==> src/rtl/ex_stage_md.sv <==
// rtl/ex_stage_md.sv - execute stage: ALU, single-cycle multiply, iterative restoring divide
module ex_stage_md #(
    parameter int XLEN  = 32,
    parameter int MD_EN = 1
) (
    input  logic            clk,
    input  logic            rst,
    input  logic            flush,
    input  logic            in_valid,
    output logic            in_ready,
    input  logic [XLEN-1:0] op1,
    input  logic [XLEN-1:0] op2,
    input  logic [XLEN-1:0] pc,
    input  logic [XLEN-1:0] imm,
    input  logic            op1_sel,
    input  logic            op2_sel,
    input  logic [3:0]      alu_ctrl,
    input  logic            md_en,
    input  logic [2:0]      md_op,
    output logic            out_valid,
    input  logic            out_ready,
    output logic [XLEN-1:0] result,
    output logic            busy
);

    localparam int SHW = (XLEN == 64) ? 6 : 5;
    localparam int CW  = $clog2(XLEN + 1);

    localparam logic [1:0] S_IDLE = 2'd0;
    localparam logic [1:0] S_DIV  = 2'd1;
    localparam logic [1:0] S_FIX  = 2'd2;

    logic [1:0]      state;
    logic [CW-1:0]   count;

    logic [XLEN-1:0] a;
    logic [XLEN-1:0] b;
    logic [SHW-1:0]  shamt;
    logic            accept;
    logic            is_div;

    logic [XLEN-1:0] alu_res;
    logic [XLEN-1:0] mul_res;
    logic [XLEN-1:0] single_res;
    logic            a_sx;
    logic            b_sx;
    logic [2*XLEN-1:0] mul_a;
    logic [2*XLEN-1:0] mul_b;
    logic [2*XLEN-1:0] prod;

    // Divider working state: quotient shifts in from the right while the
    // dividend magnitude shifts out of its top into the partial remainder.
    logic [XLEN-1:0] dq;
    logic [XLEN-1:0] dr;
    logic [XLEN-1:0] dd;
    logic [XLEN-1:0] d_a;
    logic            d_negq;
    logic            d_negr;
    logic            d_rem;
    logic            d_zero;
    logic            d_ovf;

    logic            sgn;
    logic            neg_a;
    logic            neg_b;
    logic [XLEN-1:0] abs_a;
    logic [XLEN-1:0] abs_b;
    logic [XLEN:0]   shifted;
    logic            ge;
    logic [XLEN-1:0] diff;
    logic [XLEN-1:0] q_fix;
    logic [XLEN-1:0] r_fix;
    logic [XLEN-1:0] fix_res;

    assign a      = op1_sel ? pc : op1;
    assign b      = op2_sel ? imm : op2;
    assign shamt  = b[SHW-1:0];
    assign in_ready = (state == S_IDLE) && (!out_valid || out_ready) && !flush;
    assign accept = in_valid && in_ready;
    assign is_div = md_en && md_op[2] && (MD_EN != 0);
    assign busy   = (state == S_DIV) || (state == S_FIX);

    // ALU operation decode; unassigned codes yield zero
    always_comb begin
        alu_res = '0;
        case (alu_ctrl)
            4'd0:    alu_res = a + b;
            4'd1:    alu_res = a - b;
            4'd2:    alu_res = a << shamt;
            4'd3:    alu_res = {{(XLEN-1){1'b0}}, ($signed(a) < $signed(b))};
            4'd4:    alu_res = {{(XLEN-1){1'b0}}, (a < b)};
            4'd5:    alu_res = a ^ b;
            4'd6:    alu_res = a >> shamt;
            4'd7:    alu_res = $unsigned($signed(a) >>> shamt);
            4'd8:    alu_res = a | b;
            4'd9:    alu_res = a & b;
            4'd10:   alu_res = b;
            default: alu_res = '0;
        endcase
    end

    // Multiply: extend each operand to 2*XLEN per signedness, keep low or high half
    always_comb begin
        a_sx  = a[XLEN-1] & ((md_op == 3'd1) || (md_op == 3'd2));
        b_sx  = b[XLEN-1] & (md_op == 3'd1);
        mul_a = {{XLEN{a_sx}}, a};
        mul_b = {{XLEN{b_sx}}, b};
        prod  = mul_a * mul_b;
        mul_res = (md_op[1:0] == 2'd0) ? prod[XLEN-1:0] : prod[2*XLEN-1:XLEN];
        if (!md_en)
            single_res = alu_res;
        else if (MD_EN != 0)
            single_res = mul_res;
        else
            single_res = '0;
    end

    // Divide operand preparation, one restoring step, and final sign fix-up
    always_comb begin
        sgn     = ~md_op[0];
        neg_a   = sgn & a[XLEN-1];
        neg_b   = sgn & b[XLEN-1];
        abs_a   = neg_a ? (~a + 1'b1) : a;
        abs_b   = neg_b ? (~b + 1'b1) : b;
        shifted = {dr, dq[XLEN-1]};
        ge      = shifted >= {1'b0, dd};
        diff    = shifted[XLEN-1:0] - dd;
        q_fix   = d_negq ? (~dq + 1'b1) : dq;
        r_fix   = d_negr ? (~dr + 1'b1) : dr;
        if (d_zero)
            fix_res = d_rem ? d_a : {XLEN{1'b1}};
        else if (d_ovf)
            fix_res = d_rem ? '0 : d_a;
        else
            fix_res = d_rem ? r_fix : q_fix;
    end

    // Control: FSM, step counter, result register and output handshake
    always_ff @(posedge clk or posedge rst) begin
        if (rst) begin
            state     <= S_IDLE;
            count     <= '0;
            out_valid <= 1'b0;
            result    <= '0;
        end else if (flush) begin
            state     <= S_IDLE;
            count     <= '0;
            out_valid <= 1'b0;
        end else begin
            case (state)
                S_IDLE: begin
                    if (accept && is_div) begin
                        state     <= S_DIV;
                        count     <= CW'(XLEN);
                        out_valid <= 1'b0;
                    end else if (accept) begin
                        result    <= single_res;
                        out_valid <= 1'b1;
                    end else if (out_valid && out_ready) begin
                        out_valid <= 1'b0;
                    end
                end
                S_DIV: begin
                    count <= count - 1'b1;
                    if (count == CW'(1))
                        state <= S_FIX;
                    if (out_valid && out_ready)
                        out_valid <= 1'b0;
                end
                S_FIX: begin
                    result    <= fix_res;
                    out_valid <= 1'b1;
                    state     <= S_IDLE;
                end
                default: state <= S_IDLE;
            endcase
        end
    end

    // Divider datapath: latch operands on accept, then one step per DIV cycle
    always_ff @(posedge clk or posedge rst) begin
        if (rst) begin
            dq     <= '0;
            dr     <= '0;
            dd     <= '0;
            d_a    <= '0;
            d_negq <= 1'b0;
            d_negr <= 1'b0;
            d_rem  <= 1'b0;
            d_zero <= 1'b0;
            d_ovf  <= 1'b0;
        end else if (accept && is_div) begin
            dq     <= abs_a;
            dr     <= '0;
            dd     <= abs_b;
            d_a    <= a;
            d_negq <= neg_a ^ neg_b;
            d_negr <= neg_a;
            d_rem  <= md_op[1];
            d_zero <= (b == '0);
            d_ovf  <= sgn && (a == {1'b1, {(XLEN-1){1'b0}}}) && (b == {XLEN{1'b1}});
        end else if (state == S_DIV && !flush) begin
            dq <= {dq[XLEN-2:0], ge};
            dr <= ge ? diff : shifted[XLEN-1:0];
        end
    end

endmodule
==> config.mk <==
export PLATFORM = sky130hd
export DESIGN_NAME = ex_stage_md
export DESIGN_NICKNAME = d
export VERILOG_FILES = /design/src/rtl/ex_stage_md.sv
export SDC_FILE = /design/constraint.sdc
export NUM_CORES = 2
export LEC_CHECK = 0
export ABC_CLOCK_PERIOD_IN_PS = 6700
export BUFFER_PORTS_ARGS = -buffer_cell sky130_fd_sc_hd__clkbuf_2
export CAP_MARGIN = 20
export CORE_UTILIZATION = 55
export DETAILED_ROUTE_END_ITERATION = 10
export PLACE_DENSITY_LB_ADDON = 0.08
export SYNTH_ARGS = -nofsm -noshare
export SYNTH_HDL_FRONTEND = slang
export SYNTH_SLANG_ARGS = --single-unit
==> constraint.sdc <==
create_clock -name clk -period 6.7 [get_ports clk]
set_clock_uncertainty 0.15 [all_clocks]
set_input_delay 0.335 -clock clk [delete_from_list [all_inputs] [get_ports clk]]
set_output_delay 0.335 -clock clk [all_outputs]
set_load 0.1 [all_outputs]
Word-level counts from Yosys, hierarchy flattened. Cells that the tools add are included.

Register bits: 174. Input port bits: 143. Logic and storage cells: 122.

Add/subtract/negate cells: 8. Multiply operators: 1. Order comparisons: 3. Equal/unequal tests: 21. Shift-type cells: 3. Multiplexer cells: 34. Bitwise operators: 14. Reductions and logical operators: 25.

Operators with widths (number): 32-bit 2-to-1 mux (20); 32-bit one-hot mux with 11 select lines (1); 32-bit by 1-bit adder with 32-bit output, second input constant (4); 32-bit NOT (4); 32-bit == test, second input constant (2); 32-bit < comparator (2); 33-bit by 33-bit multiplier with 64-bit output (1); 32-bit one-hot mux with 2 select lines (1); 32-bit subtractor (2); 33-bit by 32-bit >= comparator with 1-bit output (1); 32-bit adder (1); 32-bit bitwise AND (1); 32-bit logical NOT (1); 32-bit OR (1); 32-bit by 5-bit << shifter with 32-bit output (1); 32-bit by 5-bit >> shifter with 32-bit output (1); 32-bit by 5-bit >>> shifter with 32-bit output (1); 32-bit bitwise XOR (1); 4-bit by 3-bit == test with 1-bit output, second input constant (4); 4-bit == test, second input constant (3); 6-bit 2-to-1 mux (2); 6-bit one-hot mux with 2 select lines (1); 1-bit logical AND (9); 4-bit by 2-bit == test with 1-bit output, second input constant (2); 25 further kinds (42).

Logic depth before layout (Yosys ltp).
Depth after elaboration: 9. Depth in mapped cells: 37. Gate-level depth less buffers: 30.

Worst setup path before layout. No wires, ideal clock.

Path kind: in2reg. From: input port op2_sel. To: register result[29]. Arrival time: 9.410 ns. Data required time: 6.417 ns. Path slack: -2.993 ns. Cell stages on the path: 34. Path buffers: 6. Cells stage by stage: buf_4 buf_12 mux2i_2 inv_2 buf_2 buf_2 clkbuf_1 buf_2 nand2_1 inv_1 fa_1 inv_1 fa_1 inv_1 fa_1 inv_1 fa_1 inv_1 fa_1 fa_1 fa_1 inv_1 fa_1 inv_1 ha_1 a2111oi_0 o21ai_0 a311o_1 a21oi_1 nor4b_1 a21oi_1 xor2_1 a2111oi_1 a21oi_1.

Longest elaborated chain between the ends: 8. Elaborated cells between the ends (all ways): 17. Classes of those cells: 2 x add/sub; 1 x mul; 3 x shift; 7 x mux; 4 x bitwise.

RTL lines: start: declaration (RTL line 16) `input logic op2_sel,`; 32-bit 2-to-1 mux * (RTL line 76) `assign b = op2_sel ? imm : op2;`; 1-bit bitwise AND (RTL line 105) `b_sx = b[XLEN-1] & (md_op == 3'd1);`; 33-bit by 33-bit multiplier with 64-bit output (RTL line 108) `prod = mul_a * mul_b;`; 32-bit 2-to-1 mux (RTL line 109) `mul_res = (md_op[1:0] == 2'd0) ? prod[XLEN-1:0] : prod[2*XLEN-1:XLEN];`; 32-bit 2-to-1 mux * (RTL line 110) `if (!md_en)`; 32-bit 2-to-1 mux * (RTL line 156) `end else if (accept) begin`; 32-bit 2-to-1 mux * (RTL line 152) `if (accept && is_div) begin`; 32-bit one-hot mux with 2 select lines * (RTL line 150) `case (state)`; end signal: assignment (RTL line 157) `result <= single_res;`; end signal: assignment (RTL line 171) `result <= fix_res;`; end: declaration (RTL line 22) `output logic [XLEN-1:0] result,`.

Mark *: on every way between the ends. The rest lies on a longest branch, timed or not. The select of a mux whose other input is x is not followed. A chain may end at the register's enable or synchronous reset.

Worst setup path after layout.
From: input port op2_sel. To: register result[28].

The elaborated chain is that of the path after synthesis.

==> flow_results.org <==
** Clocking
- Clock tree synthesis found a total of 174 sinks.
- Counting the buffers created by CTS gives 17.
- Clock Latency Late Sink :: about 470 ps
- Counting along the longest clock path gives a buffer depth of 2.
- TritonCTS built the clock tree.
- Clk Tree Root Cell :: sky130_fd_sc_hd__clkbuf_16
- Number of levels the H-tree was split into :: 4
- After clock tree synthesis, the clock-pin slew on the worst setup and hold paths is 80 ps.

** Timing
- Final-report max-slew violation count :: 0
- Time the final worst path needs with I/O delays and setup :: roughly 8500 ps
- Final WS setup :: -1766 ps
- The final number of hold-violating endpoints is 0.
- In this run the tightest slew margin relative to its limit is 0.06089.
- Derived from the worst setup path, the maximum achievable clock frequency is roughly 0.12 GHz.
- Worst Hold Slack :: around 40 ps
- Final clock period utilization by the worst path :: 1.264
- Final setup violation count :: 32
- Setup repair after global routing could not meet its margin everywhere.
- For the pin with the worst max-slew slack, the measured transition is 1409 ps.

** Yosys
- The share of the synthesized area in compound gates (AO/OA/AOI/OAI) came to 0.1442.
- Syn_area_per_cell :: ~8.2 um^2
- In the synthesized netlist the async set-or-reset flop fraction comes to 1.000.
- Synthesis handed over a netlist of 7393 instances.
- In this run, synthesis inferred 0 flip-flops with an integrated enable.
- Post-Synth Adder-Cell Area :: 0.4471
- Summing every instance area after synthesis gives approximately 60000 um^2.
- Simple-Gate Fraction of Synth Area :: 0.1506
- The share of the Yosys chip area taken by registers is 0.07213.
- Distinct cell type count of the synthesized netlist :: 102
- During synthesis, Yosys emitted a total of 0 warnings.
- The number of nets in the synthesized netlist is approximately 9k.
- After synthesis, the largest family of logic cells by area is adder cells.
- After synthesis, the share of cell area in mux cells is 0.03872.
- Most used flip-flop cell after synthesis :: sky130_fd_sc_hd__dfrtp_1
- FF+latch count, synth :: approximately 170
- Of the total synthesized cell area, the portion taken by XOR and XNOR cells is 0.03062.

** Drt
- Routed Antenna Nets :: 0
- Number of vias per cell after detailed routing :: 6.376
- Iter 0 DRT Violations :: between 8k and 9k
- Summed over all layers, the routed wires come to between 200000 and 300000 um.
- DR DRC count :: 0
- Dividing the detail-routed wire length by the instance count gives ~30 um.
- DRT Pass-1 Iters :: 6
- Via count of the routed design :: between 60k and 70k

** Floorplanning
- Area of the core :: 108900 um^2
- During I/O placement, the number of pins put on the boundary was approximately 180.
- The die covers about 110000 um^2.
- After floorplanning, the core was divided into approximately 120 placement rows.
- The floorplan step set the die height to between 300 and 400 um.
- For this configuration, the core starts out at a cell density of 0.5545.
- Die Span X :: about 330 um

** Global route
- Overall track demand over capacity in global routing :: 0.5236
- The initial antenna violation count is 22.
- Number of global-route vias before repair :: roughly 62k
- Wire length of the first global-routing pass :: ~420000 um
- Congestion Overflow GR :: 0
- Largest net degree at the start of global routing :: 213

** Placement
- In this run, placement finished with an instance count of around 9.5k.
- Routability-driven placement finished with a final weighted congestion of 1.161.
- Input and output buffers added on the ports amount to approximately 180.
- Placed wire-length estimate after detailed placement :: ~240000 um

** Setup path
- Startpoint class of the critical path :: input port
- In this run the worst path has a maximum fanout of 9.
- Library cell contributing the largest single delay on the critical path :: sky130_fd_sc_hd__fa_2
- STA puts the critical path data arrival time at just under 9000 ps.
- By instance count, the cell type seen most on the critical path is sky130_fd_sc_hd__fa_1.
- In this design, the stage delay of the slowest critical-path cell is just over 600 ps.
- Critical Path RT :: 6880 ps
- STA classifies the critical path endpoint as a flop.
- CP Class :: in2reg

** Worst hold path
- Worst Hold Class :: in2reg

** Finish
- Post-route non-filler standard cell count :: between 9k and 10k
- The area growth from synthesis to layout is 23.26%.
- At the end of the flow, the number of nets in the layout was between 9k and 10k.
- Share of post-route cells with drive strength above 1 :: 0.2223

** Outcome
- Status :: complete, but fails checks
- Failing checks :: setup timing

** Job
- Max Cap Viol :: 0
[flip-flops by register name, indices dropped and copies added, names as in the netlist]
name / cells
dd: 32
d_ovf: 1
d_a: 32
state: 2
dq: 32
d_negq: 1
d_rem: 1
d_zero: 1
d_negr: 1
count: 6
result: 32
dr: 32
out_valid: 1
[routing by layer]
metal	global-route usage	vias up	routed length (um)
li1	-	25209	-
met1	0.6551	30335	102800
met2	0.7546	4646	119600
met3	0.1697	1353	39450
met4	0.3929	22	28230
met5	0	-	142
[Yosys cell counts, drive strengths merged, types with 144 or more instances]
master / instances / area share
dfrtp: 174 / 0.072
mux2i: 183 / 0.033
clkbuf: 322 / 0.020
o21ai: 306 / 0.025
buf: 144 / 0.012
fa: 1128 / 0.37
xnor2: 148 / 0.021
ha: 352 / 0.073
inv: 1357 / 0.084
nor2: 552 / 0.034
a21oi: 298 / 0.025
nand2: 1207 / 0.075
[final cells by class]
| class | count | area, um^2 |
|---|---|---|
| well taps | 1414 | 1769 |
| multi-input cells | 5386 | 51310 |
| clock buffers | 17 | 425.4 |
| flip-flops and latches | 174 | 4354 |
| diodes | 19 | 47.55 |
| clock inverters | 15 | 197.7 |
| repair buffers | 1263 | 11050 |
| fillers | 8624 | 34450 |
| inverters | 1367 | 5251 |
[stage by stage]
stage / util / setup TNS (ps) / instance area (um^2) / worst slack, ps
3_5_place_dp: 0.6450 / -80080 / 70210 / -2873
6_report: 0.6835 / -47200 / 74400 / -1766
5_1_grt: 0.6832 / -50530 / 74370 / -1829
3_3_place_gp: 0.6450 / -76630 / 70210 / -2729
4_1_cts: 0.6717 / -42050 / 73120 / -1556
2_1_floorplan: - / -46840 / 60900 / -2157
[cells in the final DEF (no fill, tap or decap), types with 59 or more instances in the layout]
cell                          n
sky130_fd_sc_hd__inv_1     1263
sky130_fd_sc_hd__nand2_1   1171
sky130_fd_sc_hd__fa_1      1073
sky130_fd_sc_hd__buf_4      870
sky130_fd_sc_hd__nor2_1     529
sky130_fd_sc_hd__ha_1       313
sky130_fd_sc_hd__a21oi_1    266
sky130_fd_sc_hd__o21ai_0    257
sky130_fd_sc_hd__dfrtp_1    174
sky130_fd_sc_hd__clkbuf_2   174
sky130_fd_sc_hd__xnor2_1    140
sky130_fd_sc_hd__mux2i_1    121
sky130_fd_sc_hd__buf_12     114
sky130_fd_sc_hd__a31oi_1     80
sky130_fd_sc_hd__buf_6       77
sky130_fd_sc_hd__nand3_1     76
sky130_fd_sc_hd__a21o_1      74
sky130_fd_sc_hd__inv_2       72
sky130_fd_sc_hd__nor3_1      62
sky130_fd_sc_hd__o211ai_1    59
[cells by family (layout without fill, tap and decap cells)]
family          Yosys count  in the layout
mux                     204            204
flops                   174            174
simple gates           2167           2167
fa+ha+maj              1480           1480
xor+xnor                211            211
buf+inv                1833           2662
other cells               0             19
compound gates         1324           1324
[worst max-delay path, delay by kind of cell]
family,cells,cell delay [ps]
adder cells (fa/ha/maj),9,4450
AO/OA/AOI/OAI,8,1560
multiplexers,1,360
AND/OR/NAND/NOR,2,230
buffers and inverters,14,1670
[final timing paths]
kind	startpoint	endpoint	slack [ps]	cells after the start
setup / recovery	op2_sel	result[28]	-1770	34
hold / removal	flush	out_valid	40	2
setup reg to reg	dr[0]	dr[26]	2430	11
hold reg to reg	d_a[14]	d_a[14]	330	2
max in group asynchronous	rst	dd[17]	4700	4
min in group asynchronous	rst	result[3]	400	3
[timing repair]
action,CTS,global route
buffers inserted,62,51
gates resized for setup,394,207
pin swaps,165,127
endpoints found under the hold margin,80,0
hold buffers,2,0
gates cloned,1,3
setup endpoints to repair,32,32
Power is not shown: default switching activity piles up to over one toggle a cycle in this logic, so the estimate is an artifact.
